<file path="config.mk">
export PLATFORM = sky130hd
export DESIGN_NAME = mem_lsu
export DESIGN_NICKNAME = d
export VERILOG_FILES = /design/src/rtl/mem_lsu.sv
export SDC_FILE = /design/constraint.sdc
export NUM_CORES = 1
export LEC_CHECK = 0
export BUFFER_PORTS_ARGS = -buffer_cell sky130_fd_sc_hd__buf_2
export CORE_AREA = 2 2 179 181
export CTS_CLUSTER_SIZE = 8
export DETAILED_ROUTE_END_ITERATION = 10
export DIE_AREA = 0 0 181 183
export PLACE_DENSITY = 0.71
export SETUP_SLACK_MARGIN = 0.2
export SYNTH_ARGS = -nofsm -noshare
export SYNTH_HDL_FRONTEND = slang
export SYNTH_SLANG_ARGS = --single-unit
</file>
<file path="constraint.sdc">
create_clock -name clk -period 6.5 [get_ports clk]
set_clock_uncertainty 0.1 [all_clocks]
set_input_delay 1.3 -clock clk [delete_from_list [all_inputs] [get_ports clk]]
set_output_delay 1.3 -clock clk [all_outputs]
set_load 0.02 [all_outputs]
</file>
<file path="src/rtl/mem_lsu.sv">
// Load/store unit between the MEM stage and the memory read/write ports.
// One request in flight: IDLE -> ACCESS (single memory cycle) -> RESP, with load alignment/extension.
module mem_lsu #(
    parameter int unsigned ADDR_W         = 64,
    parameter bit          MISALIGN_CHECK = 1'b1
) (
    input  logic              clk,
    input  logic              rst,
    input  logic              req_valid,
    output logic              req_ready,
    input  logic              req_is_store,
    input  logic [ADDR_W-1:0] req_addr,
    input  logic [63:0]       req_wdata,
    input  logic [2:0]        req_funct3,
    output logic              resp_valid,
    input  logic              resp_ready,
    output logic [63:0]       resp_rdata,
    output logic              resp_err,
    output logic              mem_ren,
    output logic [ADDR_W-1:0] mem_raddr,
    input  logic [63:0]       mem_rdata,
    output logic              mem_wen,
    output logic [ADDR_W-1:0] mem_waddr,
    output logic [63:0]       mem_wdata,
    output logic [3:0]        mem_wmask
);

    typedef enum logic [1:0] {
        IDLE   = 2'd0,
        ACCESS = 2'd1,
        RESP   = 2'd2
    } state_t;

    state_t            state;
    logic              lat_store;
    logic [ADDR_W-1:0] lat_addr;
    logic [63:0]       lat_wdata;
    logic [2:0]        lat_f3;

    logic              req_illegal;
    logic              req_misalign;
    logic              access;
    logic [63:0]       load_shift;
    logic [63:0]       load_ext;
    logic [63:0]       store_data;

    always_comb begin
        req_illegal = req_is_store ? req_funct3[2] : (req_funct3 == 3'b111);
        case (req_funct3[1:0])
            2'b01:   req_misalign = req_addr[0];
            2'b10:   req_misalign = |req_addr[1:0];
            2'b11:   req_misalign = |req_addr[2:0];
            default: req_misalign = 1'b0;
        endcase
        req_misalign = req_misalign & MISALIGN_CHECK;
    end

    // Logical shift fills with zeros, so bytes past offset 7 read as 0 for unchecked misaligned loads.
    always_comb begin
        load_shift = mem_rdata >> {lat_addr[2:0], 3'b000};
        case (lat_f3)
            3'b000:  load_ext = {{56{load_shift[7]}}, load_shift[7:0]};
            3'b001:  load_ext = {{48{load_shift[15]}}, load_shift[15:0]};
            3'b010:  load_ext = {{32{load_shift[31]}}, load_shift[31:0]};
            3'b011:  load_ext = load_shift;
            3'b100:  load_ext = {56'd0, load_shift[7:0]};
            3'b101:  load_ext = {48'd0, load_shift[15:0]};
            3'b110:  load_ext = {32'd0, load_shift[31:0]};
            default: load_ext = '0;
        endcase
    end

    always_comb begin
        case (lat_f3[1:0])
            2'b00:   store_data = {56'd0, lat_wdata[7:0]};
            2'b01:   store_data = {48'd0, lat_wdata[15:0]};
            2'b10:   store_data = {32'd0, lat_wdata[31:0]};
            default: store_data = lat_wdata;
        endcase
    end

    // Reset in the ACCESS cycle must keep the write from committing on that edge.
    assign access    = (state == ACCESS) && !rst;
    assign req_ready = (state == IDLE);
    assign mem_ren   = access && !lat_store;
    assign mem_wen   = access && lat_store;
    assign mem_raddr = mem_ren ? {lat_addr[ADDR_W-1:3], 3'b000} : '0;
    assign mem_waddr = mem_wen ? lat_addr : '0;
    assign mem_wdata = mem_wen ? store_data : '0;
    assign mem_wmask = mem_wen ? (4'b0001 << lat_f3[1:0]) : '0;

    always_ff @(posedge clk) begin
        if (rst) begin
            state      <= IDLE;
            lat_store  <= 1'b0;
            lat_addr   <= '0;
            lat_wdata  <= '0;
            lat_f3     <= '0;
            resp_valid <= 1'b0;
            resp_rdata <= '0;
            resp_err   <= 1'b0;
        end else begin
            case (state)
                IDLE: begin
                    if (req_valid) begin
                        if (req_illegal || req_misalign) begin
                            state      <= RESP;
                            resp_valid <= 1'b1;
                            resp_err   <= 1'b1;
                            resp_rdata <= '0;
                        end else begin
                            state     <= ACCESS;
                            lat_store <= req_is_store;
                            lat_addr  <= req_addr;
                            lat_wdata <= req_wdata;
                            lat_f3    <= req_funct3;
                        end
                    end
                end
                ACCESS: begin
                    state      <= RESP;
                    resp_valid <= 1'b1;
                    resp_err   <= 1'b0;
                    resp_rdata <= lat_store ? 64'd0 : load_ext;
                end
                RESP: begin
                    if (resp_ready) begin
                        state      <= IDLE;
                        resp_valid <= 1'b0;
                        resp_err   <= 1'b0;
                        resp_rdata <= '0;
                    end
                end
                default: state <= IDLE;
            endcase
        end
    end

endmodule

</file>
; ---- After elaboration in Yosys (flattened, before gate mapping)
; Index checks and enable logic that the tools add are counted.
[word_totals]
register_bits = 200
in_bits = 200
out_inout_bits = 265
wordCells = 65
[classes]
eq_ne = 17
shifts = 2
mux = 22
bitwise_logic = 1
n_reduce_logical = 15
[ops]
columns = cell, count
row1 = $mux W64, 7
row2 = $pmux W64 S7, 1
row3 = $pmux W64 S3, 2
row4 = $shr A64 B6 Y64, 1
row5 = $eq A3 B3 Y1 const B, 4
row6 = $pmux W1 S3, 3
row7 = $eq A2 B2 Y1 const B, 4
row8 = $eq A2 B1 Y1 const B, 3
row9 = $eq A3 B2 Y1 const B, 2
row10 = $mux W2, 3
row11 = $pmux W2 S3, 1
row12 = $logic_not A2 Y1, 2
row13 = $mux W1, 4
row14 = $mux W4, 1
row15 = $ne A2 B2 Y1 const B, 2
row16 = $reduce_and A4 Y1, 1
row17 = $shl A1 B2 Y4 const A, 1
row18 = $eq A3 B1 Y1 const B, 1
row19 = $logic_and A1 B1 Y1, 3
row20 = $logic_not A3 Y1, 1
row21 = $reduce_and A3 Y1, 1
row22 = $reduce_bool A3 Y1, 1
row23 = $reduce_or A3 Y1, 1
row24 = $logic_not A1 Y1, 2
row25 = other kinds (5), 5

; ---- Longest topological paths before layout
[logic_depth]
ltp_word = 6
mapped_depth = 9
depth_no_buf = 7

; ---- Worst setup path before layout
; No wires, ideal clock.
[synth_path]
path_type = input-to-output
startpoint = input port rst
endpoint = output port mem_wdata[57]
arrival_time_ps = 2522
required_ps = 5100
slack_ps = 2578
stages = 6
n_path_buf = 3
cell_sequence = clkbuf_1 > nand3b_1 > inv_1 > clkbuf_1 > clkbuf_1 > and3_1
[synth_via]
elab_chain_cells = 4
[synth_rtl]
columns = element, line_no
row1 = "start, declared", 8  ; input logic rst,
row2 = $logic_not A1 Y1, 83  ; assign access = (state == ACCESS) && !rst;
row3 = $logic_and A1 B1 Y1, 83
row4 = $logic_and A1 B1 Y1, 86  ; assign mem_wen = access && lat_store;
row5 = $mux W64, 89  ; assign mem_wdata = mem_wen ? store_data : '0;
row6 = "end, declared", 24  ; output logic [63:0] mem_wdata,
; Every way passes these cells.

; ---- Worst setup path after layout
[layout_path]
startpoint = input port rst
endpoint = output port mem_waddr[42]
[layout_via]
elab_chain_cells = 4
[layout_rtl]
columns = element, line_no
row1 = $logic_not A1 Y1, 83
row2 = $logic_and A1 B1 Y1, 83
row3 = $logic_and A1 B1 Y1, 86
row4 = $mux W64, 88  ; assign mem_waddr = mem_wen ? lat_addr : '0;
row5 = "end, declared", 23  ; output logic [ADDR_W-1:0] mem_waddr,
; Every way passes these cells.

==> flow_summary.ini <==
[global_route]
antenna_found_initial = 7
grt_pass1_wl_um = 56000
grt_usage_pct = 21.4
grt_pass1_vias = 9906
grt_max_degree = 113
globalRouteOverflowTotal = 0

[floorplan]
ioPinCount = 465
die_y_um = 183
die_x_um = 181
start_util_pct = 32.9
dieArea_um2 = 33100
row_count = 65
core_um2 = 31200

[timing]
rsz0062_at_grt = false
setup_tns_ns = 0
worstMarginPinSlew_ns = 1.20
layout_setup_ws_ns = 2.07
min_period_ns = 4.43
fin_crit_sh_pct = 68.1
setup_viol = 0
finalHoldViolations = 0
slew_violations = 0
max_slew_margin_pct = 20.0
fmax_mhz = 226

[routing]
postRouteAntennaNets = 0
vias = 10500
first_pass_iters = 5
viasPerCell = 5.12
route.detailed.drc = 0
drtIter0Drc = 773
wl_per_cell_um = 18.0
drt-total-wl_um = 37000

[yosys]
synth_area_leaders = dfxtp_1 39%, nand2_1 11%, and2_1 8.8%
synth.most_common_cell = nand2_1
avgSynthCellArea_um2 = 8.18
synth_edf_count = 0
yosysSeqAreaShare_pct = 38.9
yosys_most_used_dff = dfxtp_1
synth_cells = 1257
yosys_warnings = 0
yosys.area.top_type = dfxtp_1
synthTopCellsByCount = 292 x nand2_1, 200 x dfxtp_1, 148 x a21oi_1
synth_top_area_share_pct = 38.9
ys_types = 56
synth_seq_cells = 200
async_reset_ff_share_pct = 0
netlist_area_um2 = 10300

[worst_setup_path]
r2r_slack_ns = 3.32
crit_chain = buf_4, nand3b_1, inv_2, buf_12, and2_1, buf_2
crit_type = in -> out
startpoint_type = primary input
cp_slowest_cell = inv_2
worstPathRequired_ns = 5.10
cpLargestDelayFamily = buffers and inverters
worst-path-buf-inv = 4
path_max_fanout = 72
slowest_delay_ns = 0.63
arrival_ns = 3.03
end_kind = output port

[run]
cap_violations = 0

[placed_design]
place_worst_setup_slack_ns = 2.08
dp_hpwl_um = 27300
gp_congestion = 0.928
io_buffer_count = 461
place_inst = 2018

[clocking]
clk_path_buf_depth = 2
cts_resized = 0
htree_levels = 4
cts_made_buffers = 17
postCtsSetupRepairBufs = 0
cts.sinks = 200
hold_buffers = 0
path_clk_slew_ns = 0.08
cts_tree = built
clock-root-buffer = clkbuf_16
insertion_delay_ns = 0.45

[power_and_ir_drop]
leakagePower_nw = 6.29
cellPowerDensity_nw_per_um2 = 211
ir_drop_uv = 174

[outcome]
status = finished, final reports clean

[worst_hold_path]
min_path_type = reg -> reg

[layout]
finalNonFillerCells = 2056
area_growth_pct = 29.2
fillers = 3180
nets = 1839
drive_gt1_share_pct = 34.9
-- area by class of cell --
type	instances	area [um^2]	area share [%]
Multi-Input combinational cell	938	5750	43.3
Sequential cell	200	4010	30.2
Timing Repair Buffer	474	2420	18.2
Tap cell	402	503	3.79
Clock buffer	18	439	3.31
Clock inverter	14	134	1.01
Inverter	4	15.0	0.113
Antenna cell	6	15.0	0.113
-- report_power, final --
part / leakage (nW) / internal, W / switching, W
Sequential: 1.62 / 0.00128 / 0.0000453
Combinational: 4.39 / 0.000165 / 0.000265
Clock: 0.278 / 0.000520 / 0.000534
-- worst reg2reg max path, cell delays in order (launching register included) --
cell and delay, ns:
dfxtp_1 0.39, inv_1 0.08, ha_1 0.46, nor2b_1 0.26
or3_1 0.48, a211oi_2 0.98, a22oi_1 0.24, nand3_1 0.13
-- flip-flops by register name, summed over array words and instances, names as in the netlist --
signal      flops
state           2
resp_err        1
lat_f3          3
resp_rdata     64
lat_wdata      64
lat_store       1
resp_valid      1
lat_addr       64
-- path summary, 6_finish.rpt --
path,start,end,depth (start not counted)
worst max-delay path,rst,mem_waddr[42],6
worst min-delay path,lat_wdata[60]$_SDFFE_PP0P_,lat_wdata[60]$_SDFFE_PP0P_,2
worst max register to register,state[0]$_SDFFE_PP0P_,resp_rdata[38]$_SDFFE_PP0P_,7
worst min register to register,lat_wdata[60]$_SDFFE_PP0P_,lat_wdata[60]$_SDFFE_PP0P_,2
-- routing by layer --
metal	GRT usage [%]	vias up	part of all wire, %
li1	-	5076	-
met1	27.6	4920	43
met2	34.6	474	47
met3	5.64	62	7.4
met4	8.00	2	3.1
met5	0	-	0.035
-- cells in the final DEF, fill, tap and decap left out, types with 13 or more instances in the layout --
cell and n:
buf_2 460, nand2_1 292, dfxtp_1 198, a21oi_1 148
and2_1 144, and3_1 50, a22oi_1 39, nand3_1 38
nor2_1 30, mux2i_1 30, mux2_2 27, mux4_2 22
clkbuf_16 17, a221o_1 14, o2bb2ai_1 13, buf_4 13
-- metrics by stage --
step	power [W]	utilization (%)	area, um^2	hold slack [ns]
finish	0.00280	42.5	13300	0.351
global route	0.00293	42.5	13300	0.371
CTS	0.00283	42.5	13300	0.353
detailed placement	0.00178	40.7	12700	0.342
global placement	0.00177	40.7	12700	0.337
floorplan	0.00161	-	10300	0.332
-- kinds of logic after synthesis --
group           synth area share, %
buf+inv                        5.55
other cells                  0.0365
mux                            10.8
simple gates                   27.8
flops                          38.9
compound gates                 16.4
fa+ha+maj                     0.487
No activity file was read; power rests on OpenSTA's default activity.
